`src/rtl/debounce_pkg.sv`:
```
// Shared types and constants for the multi-channel debounce / one-shot block.
package debounce_pkg;

  // Per-channel debounce FSM states.
  typedef enum logic [1:0] {
    LOW      = 2'd0,
    LOW_CHK  = 2'd1,
    HIGH     = 2'd2,
    HIGH_CHK = 2'd3
  } state_e;

  // Edge selection for the one-shot output.
  localparam int EDGE_RISE = 0;
  localparam int EDGE_FALL = 1;
  localparam int EDGE_BOTH = 2;

  // Larger of two integers, used to size the repeat counter.
  function automatic int max_int(input int a, input int b);
    return (a > b) ? a : b;
  endfunction

endpackage

```
`src/rtl/debounce_oneshot_n_channel.sv`:
```
// Single channel: synchroniser, stable-count debounce FSM, edge pulse and
// auto-repeat timer. All outputs are registered.
module debounce_channel
  import debounce_pkg::*;
#(
  parameter int SYNC_STAGES     = 2,
  parameter int DEBOUNCE_CYCLES = 10000,
  parameter int EDGE_MODE       = EDGE_RISE,
  parameter int REPEAT_DELAY    = 0,
  parameter int REPEAT_RATE     = 1
) (
  input  logic clk,
  input  logic rst,
  input  logic in,
  output logic os,
  output logic level,
  output logic os_repeat,
  output logic os_pre
);

  localparam int CNT_W = $clog2(DEBOUNCE_CYCLES + 1);
  localparam int RPT_W = $clog2(max_int(REPEAT_DELAY, REPEAT_RATE) + 1);

  localparam logic [CNT_W-1:0] CNT_ZERO = {CNT_W{1'b0}};
  localparam logic [CNT_W-1:0] CNT_ONE  = CNT_W'(1);
  localparam logic [CNT_W-1:0] CNT_ALL1 = {CNT_W{1'b1}};
  // The accepting edge is the one whose increment would reach DEBOUNCE_CYCLES.
  localparam logic [CNT_W-1:0] CNT_LAST = CNT_W'(DEBOUNCE_CYCLES - 1);

  localparam logic [RPT_W-1:0] RPT_ZERO    = {RPT_W{1'b0}};
  localparam logic [RPT_W-1:0] RPT_ONE     = RPT_W'(1);
  localparam logic [RPT_W-1:0] RPT_ALL1    = {RPT_W{1'b1}};
  localparam logic [RPT_W-1:0] RPT_DELAY_V = RPT_W'(REPEAT_DELAY);
  localparam logic [RPT_W-1:0] RPT_RATE_V  = RPT_W'(REPEAT_RATE);

  // With a single required cycle the CHK states are skipped entirely.
  localparam bit FAST       = (DEBOUNCE_CYCLES == 1);
  localparam bit PULSE_RISE = (EDGE_MODE != EDGE_FALL);
  localparam bit PULSE_FALL = (EDGE_MODE != EDGE_RISE);
  localparam bit REP_EN     = (REPEAT_DELAY > 0) && (EDGE_MODE != EDGE_FALL);

  logic [SYNC_STAGES-1:0] sync_r;
  logic                   s_s;

  state_e           state_r;
  state_e           state_next_s;
  logic [CNT_W-1:0] cnt_r;
  logic [CNT_W-1:0] cnt_next_s;
  logic [CNT_W-1:0] cnt_inc_s;
  logic             rise_s;
  logic             fall_s;

  logic [RPT_W-1:0] rpt_r;
  logic [RPT_W-1:0] rpt_next_s;
  logic [RPT_W-1:0] rpt_inc_s;
  logic [RPT_W-1:0] rpt_target_s;
  logic             armed_r;
  logic             armed_next_s;
  logic             rep_pulse_s;

  logic level_next_s;
  logic os_next_s;
  logic os_repeat_next_s;
  logic level_r;
  logic os_r;
  logic os_repeat_r;

  // Shift the raw asynchronous input through the synchroniser chain.
  always_ff @(posedge clk) begin
    if (rst) begin
      sync_r <= {SYNC_STAGES{1'b0}};
    end else begin
      sync_r <= {sync_r[SYNC_STAGES-2:0], in};
    end
  end

  assign s_s = sync_r[SYNC_STAGES-1];

  // State, counters and registered outputs.
  always_ff @(posedge clk) begin
    if (rst) begin
      state_r     <= LOW;
      cnt_r       <= CNT_ZERO;
      rpt_r       <= RPT_ZERO;
      armed_r     <= 1'b0;
      level_r     <= 1'b0;
      os_r        <= 1'b0;
      os_repeat_r <= 1'b0;
    end else begin
      state_r     <= state_next_s;
      cnt_r       <= cnt_next_s;
      rpt_r       <= rpt_next_s;
      armed_r     <= armed_next_s;
      level_r     <= level_next_s;
      os_r        <= os_next_s;
      os_repeat_r <= os_repeat_next_s;
    end
  end

  // Debounce FSM next state, stable counter and accepted-edge events.
  always_comb begin
    state_next_s = state_r;
    cnt_next_s   = cnt_r;
    rise_s       = 1'b0;
    fall_s       = 1'b0;
    cnt_inc_s    = (cnt_r == CNT_ALL1) ? cnt_r : (cnt_r + CNT_ONE);
    case (state_r)
      LOW: begin
        if (s_s) begin
          if (FAST) begin
            state_next_s = HIGH;
            cnt_next_s   = CNT_ZERO;
            rise_s       = 1'b1;
          end else begin
            state_next_s = LOW_CHK;
            cnt_next_s   = CNT_ONE;
          end
        end else begin
          cnt_next_s = CNT_ZERO;
        end
      end
      LOW_CHK: begin
        if (!s_s) begin
          state_next_s = LOW;
          cnt_next_s   = CNT_ZERO;
        end else if (cnt_r == CNT_LAST) begin
          state_next_s = HIGH;
          cnt_next_s   = CNT_ZERO;
          rise_s       = 1'b1;
        end else begin
          cnt_next_s = cnt_inc_s;
        end
      end
      HIGH: begin
        if (!s_s) begin
          if (FAST) begin
            state_next_s = LOW;
            cnt_next_s   = CNT_ZERO;
            fall_s       = 1'b1;
          end else begin
            state_next_s = HIGH_CHK;
            cnt_next_s   = CNT_ONE;
          end
        end else begin
          cnt_next_s = CNT_ZERO;
        end
      end
      HIGH_CHK: begin
        if (s_s) begin
          state_next_s = HIGH;
          cnt_next_s   = CNT_ZERO;
        end else if (cnt_r == CNT_LAST) begin
          state_next_s = LOW;
          cnt_next_s   = CNT_ZERO;
          fall_s       = 1'b1;
        end else begin
          cnt_next_s = cnt_inc_s;
        end
      end
      default: begin
        state_next_s = LOW;
        cnt_next_s   = CNT_ZERO;
      end
    endcase
  end

  // Auto-repeat timer: counts only while settled high, frozen in HIGH_CHK,
  // cleared by either accepted edge.
  always_comb begin
    rpt_next_s   = rpt_r;
    armed_next_s = armed_r;
    rep_pulse_s  = 1'b0;
    rpt_inc_s    = (rpt_r == RPT_ALL1) ? rpt_r : (rpt_r + RPT_ONE);
    rpt_target_s = armed_r ? RPT_RATE_V : RPT_DELAY_V;
    if (rise_s || fall_s) begin
      rpt_next_s   = RPT_ZERO;
      armed_next_s = 1'b0;
    end else if (REP_EN && (state_r == HIGH) && s_s) begin
      if (rpt_inc_s == rpt_target_s) begin
        rpt_next_s   = RPT_ZERO;
        armed_next_s = 1'b1;
        rep_pulse_s  = 1'b1;
      end else begin
        rpt_next_s = rpt_inc_s;
      end
    end else begin
      rpt_next_s = rpt_r;
    end
  end

  // Next values of the registered outputs.
  always_comb begin
    level_next_s     = (state_next_s == HIGH) || (state_next_s == HIGH_CHK);
    os_next_s        = (rise_s && PULSE_RISE) || (fall_s && PULSE_FALL) || rep_pulse_s;
    os_repeat_next_s = rep_pulse_s;
  end

  assign os        = os_r;
  assign level     = level_r;
  assign os_repeat = os_repeat_r;
  assign os_pre    = os_next_s;

endmodule

```
`src/rtl/debounce_oneshot_n.sv`:
```
// Multi-channel debounced one-shot: CHANNELS independent channels plus a
// registered OR of all pulses.
module debounce_oneshot_n
  import debounce_pkg::*;
#(
  parameter int CHANNELS        = 5,
  parameter int SYNC_STAGES     = 2,
  parameter int DEBOUNCE_CYCLES = 10000,
  parameter int EDGE_MODE       = EDGE_RISE,
  parameter int REPEAT_DELAY    = 0,
  parameter int REPEAT_RATE     = 1
) (
  input  logic                clk,
  input  logic                rst,
  input  logic [CHANNELS-1:0] in,
  output logic [CHANNELS-1:0] os,
  output logic [CHANNELS-1:0] level,
  output logic [CHANNELS-1:0] os_repeat,
  output logic                any_os
);

  logic [CHANNELS-1:0] os_pre_s;
  logic                any_os_r;

  genvar g;
  generate
    for (g = 0; g < CHANNELS; g++) begin : g_ch
      debounce_channel #(
        .SYNC_STAGES    (SYNC_STAGES),
        .DEBOUNCE_CYCLES(DEBOUNCE_CYCLES),
        .EDGE_MODE      (EDGE_MODE),
        .REPEAT_DELAY   (REPEAT_DELAY),
        .REPEAT_RATE    (REPEAT_RATE)
      ) u_ch (
        .clk      (clk),
        .rst      (rst),
        .in       (in[g]),
        .os       (os[g]),
        .level    (level[g]),
        .os_repeat(os_repeat[g]),
        .os_pre   (os_pre_s[g])
      );
    end
  endgenerate

  // Register the pulse summary on the same edge as the per-channel pulses.
  always_ff @(posedge clk) begin
    if (rst) begin
      any_os_r <= 1'b0;
    end else begin
      any_os_r <= |os_pre_s;
    end
  end

  assign any_os = any_os_r;

endmodule

```
`config.mk`:
```
export PLATFORM = sky130hd
export DESIGN_NAME = debounce_oneshot_n
export DESIGN_NICKNAME = d
export VERILOG_FILES = /design/src/rtl/debounce_pkg.sv /design/src/rtl/debounce_oneshot_n_channel.sv /design/src/rtl/debounce_oneshot_n.sv
export SDC_FILE = /design/constraint.sdc
export NUM_CORES = 1
export LEC_CHECK = 0
export CORE_MARGIN = 5
export CORE_UTILIZATION = 60
export DETAILED_ROUTE_END_ITERATION = 8
export PLACE_DENSITY = 0.79
export SLEW_MARGIN = 5
export SYNTH_ARGS = -nofsm -noshare
export SYNTH_HDL_FRONTEND = slang
export SYNTH_HIERARCHICAL = 1
export SYNTH_SLANG_ARGS = --single-unit
```
`constraint.sdc`:
```
create_clock -name clk -period 2 [get_ports clk]
set_input_delay 0.3 -clock clk [delete_from_list [all_inputs] [get_ports clk]]
set_output_delay 0.3 -clock clk [all_outputs]
set_load 0.01 [all_outputs]
```
==> flow_metrics.py <==
metrics = {
    "clocking": {
        "clk_pin_slew_ns": 0.09,
        "cts-root-buf": "clkbuf_8",
        "cts_tree": "yes",
        "numCtsBuffers": 9,
        "cts_num_sinks": 97,
        "holdBufCountCts": 0,
        "cts.path.max_buffers": 2,
        "clkLatencyLatePin_ns": 0.35,
        "cts_htree_levels": 3,
    },
    "power": {
        "peakVddDrop_uv": 398.8,
        "p_per_area_nw_per_um2": 608.7,
        "leakage_nw": 1.766,
    },
    "synth": {
        "syn-instance-count": 544,
        "synthSimpleGateAreaFrac_pct": 37.71,
        "synth_xor_area_share_pct": 2.701,
        "ys_seq_area_share_pct": 39.92,
        "yosys-top-cells-count": "dfxtp_1, nor2_1, nor3_1",
        "synth_fa_ha_area_share_pct": 1.286,
        "synth_edf_count": 0,
        "yosys_most_used_dff": "dfxtp_1",
        "yosys.area.top_type": "dfxtp_1",
        "yosys_warnings": 6,
        "synth_compound_area_share_pct": 10.93,
        "synthArstFlopShare_pct": 0,
        "syn_area_um2": 4865,
        "syn_nets": 556,
        "yosysMostFrequentCell": "dfxtp_1",
        "synth_area_leaders": "dfxtp_1, nor2_1, nor3_1",
        "synthMuxAreaShare_pct": 2.881,
        "avgSynthCellArea_um2": 8.942,
        "yosys_register_bits": 97,
        "synth_top_area_share_pct": 39.92,
        "synth_top_family_by_area": "simple AND/OR/NAND/NOR gates",
        "ys_types": 44,
    },
    "cells_and_area": {
        "diodes": 0,
        "nets": 581,
        "seqCellArea_um2": 1942,
        "fillCellCount": 622,
        "drive_gt1_share_pct": 12.02,
        "syn_to_final_growth_pct": 10.62,
        "final_util_pct": 68.93,
        "multi_input_area_um2": 2723,
    },
    "worst_setup_path": {
        "cp.required_ns": 2.29,
        "path_max_fanout": 8,
        "crit_slowest_cell": "or4_4",
        "path_class": "flop to flop",
        "slowest_delay_ns": 0.61,
        "crit_family": "simple AND/OR/NAND/NOR gates",
        "worst-path-buf-inv": 0,
        "crit_path_start_kind": "flop",
        "critical_path.endpoint_type": "flop",
        "cp.arrival_ns": 2.12,
        "crit_chain": "ha_1 > nand4_2 > or4_4 > and3_1 > nor3_2",
    },
    "floorplan": {
        "dieArea_um2": 10010,
        "ios": 23,
        "rows": 32,
        "start_util_pct": 62.31,
        "die_y_um": 100.0,
        "core_um2": 7807,
        "die_w_um": 100.0,
    },
    "timing": {
        "maxSlewViolCount": 0,
        "fmax_ghz": 0.5454,
        "worst_slew_pin_slew_ns": 0.4932,
        "rsz0062_at_grt": "false",
        "setup_tns_ns": 0,
        "finalCriticalPeriod_ns": 1.833,
        "max-slew-margin-rel_pct": 66.82,
        "fin_skew_ns": 0.005964,
        "setup_violations": 0,
        "worst_slack_ns": 0.1665,
        "min_period_over_period_pct": 91.67,
        "finalHoldViolations": 0,
    },
    "drt": {
        "vias": 4113,
        "wl_mm": 9.781,
        "vias_per_cell": 6.084,
        "ant_nets": 0,
        "drc": 0,
        "wire_per_inst_um": 14.47,
        "drtPass1Iterations": 6,
        "drtIter0Drc": 232,
    },
    "global_route": {
        "antenna_found_initial": 0,
        "grt.total_usage_pct": 20.17,
        "grt_max_degree": 32,
        "grt_pass1_wl_mm": 17.03,
        "grt_pass1_vias": 3806,
        "grt-ovfl-total": 0,
    },
    "run_status": {
        "outcome": "finished, final reports clean",
    },
    "placed_design": {
        "dpl.hpwl_mm": 7.024,
        "place_congestion": 0.8467,
        "portBuffers": 17,
        "place_ws_ns": 0.04847,
    },
    "hold_path": {
        "hold_class": "flop to flop",
    },
    "job": {
        "maxCapViolations": 0,
    },
}
flip-flops by register name (all words and copies together), names as in the netlist:
register           cells
g_ch.u_ch/level        1
g_ch.u_ch/cnt_r       70
any_os                 1
g_ch.u_ch/os           5
g_ch.u_ch/state_r     10
g_ch.u_ch/sync_r      10
through the flow:
step	instances	area (µm²)	hold slack (ns)	total power, mW
2_1_floorplan	544	4865	0.3691	2.031
4_1_cts	676	5378	0.4465	3.322
3_3_place_gp	660	5181	0.4219	2.054
3_5_place_dp	660	5181	0.4246	2.057
5_1_grt	676	5381	0.4612	3.404
6_report	676	5381	0.4455	3.276
cells in the final DEF, fill, tap and decap left out, types with 5 or more instances in the layout:
master / count
nand4_1: 18
nor4_1: 15
nor3b_1: 10
buf_4: 22
nand3_1: 18
xnor2_1: 11
clkdlybuf4s50_1: 17
nand2_1: 28
a211oi_1: 10
mux2i_1: 14
and4bb_1: 8
inv_1: 10
and3_1: 20
a21boi_1: 5
nor2b_1: 14
and4_1: 7
nor2_1: 76
clkbuf_8: 10
nor4b_1: 5
a21oi_1: 22
nand3_2: 8
or2_1: 5
dfxtp_1: 97
a31oi_1: 16
nor3_1: 36
ha_1: 5
conb_1: 5
power breakdown:
group          leakage [nW]  switching [mW]  internal, mW  total, mW
registers             0.784          0.0102          1.94       1.95
logic                 0.885          0.0261        0.0309     0.0570
clock network        0.0970           0.648         0.617       1.26
total                  1.77           0.684          2.59       3.28
logic make-up after synthesis:
family	Yosys count
adders and majority gates	5
DFF	97
other	5
muxes	14
xor gates and xnor gates	15
AOI/OAI and AO/OA	74
and+or+nand+nor	298
buffers and inverters	36
worst reg2reg max path, delay by kind of cell, from the launching register on:
kind / cells / cell delay (ns)
flip-flops: 1 / 0.40
adder cells (fa/ha/maj): 1 / 0.26
AND/OR/NAND/NOR: 4 / 1.11
area by class of cell:
cell class | count | area share [%]
Multi-Input combinational cell | 411 | 50.59
Sequential cell | 97 | 36.08
Timing Repair Buffer | 40 | 6.603
Clock buffer | 12 | 2.697
Tap cell | 102 | 2.372
Clock inverter | 4 | 0.9533
Inverter | 10 | 0.6975
per-layer routing:
layer / vias to the layer above / routed length (µm) / GRT usage [%]
li1: 2070 / - / -
met1: 1927 / 4404 / 25.52
met4: 0 / 122 / 6.425
met3: 12 / 387 / 4.448
met2: 104 / 4867 / 34.27
met5: - / 0 / 0
worst paths after layout:
kind | slack [ns] | start | depth (start not counted) | end
max | 0.17 | g_ch[4].u_ch/cnt_r[1] | 5 | g_ch[4].u_ch/cnt_r[2]
min | 0.45 | g_ch[1].u_ch/sync_r[0] | 1 | g_ch[1].u_ch/sync_r[1]
max reg2reg | 0.17 | g_ch[4].u_ch/cnt_r[1] | 5 | g_ch[4].u_ch/cnt_r[2]
min reg2reg | 0.45 | g_ch[1].u_ch/sync_r[0] | 1 | g_ch[1].u_ch/sync_r[1]
repair_timing:
| action | CTS | global route |
|---|---|---|
| resized for setup | 0 | 1 |
| hold endpoints to repair | 0 | 0 |
| endpoints found under the setup margin | 0 | 4 |
| setup buffers | 0 | 0 |
Power figures use the tool's default switching activity.
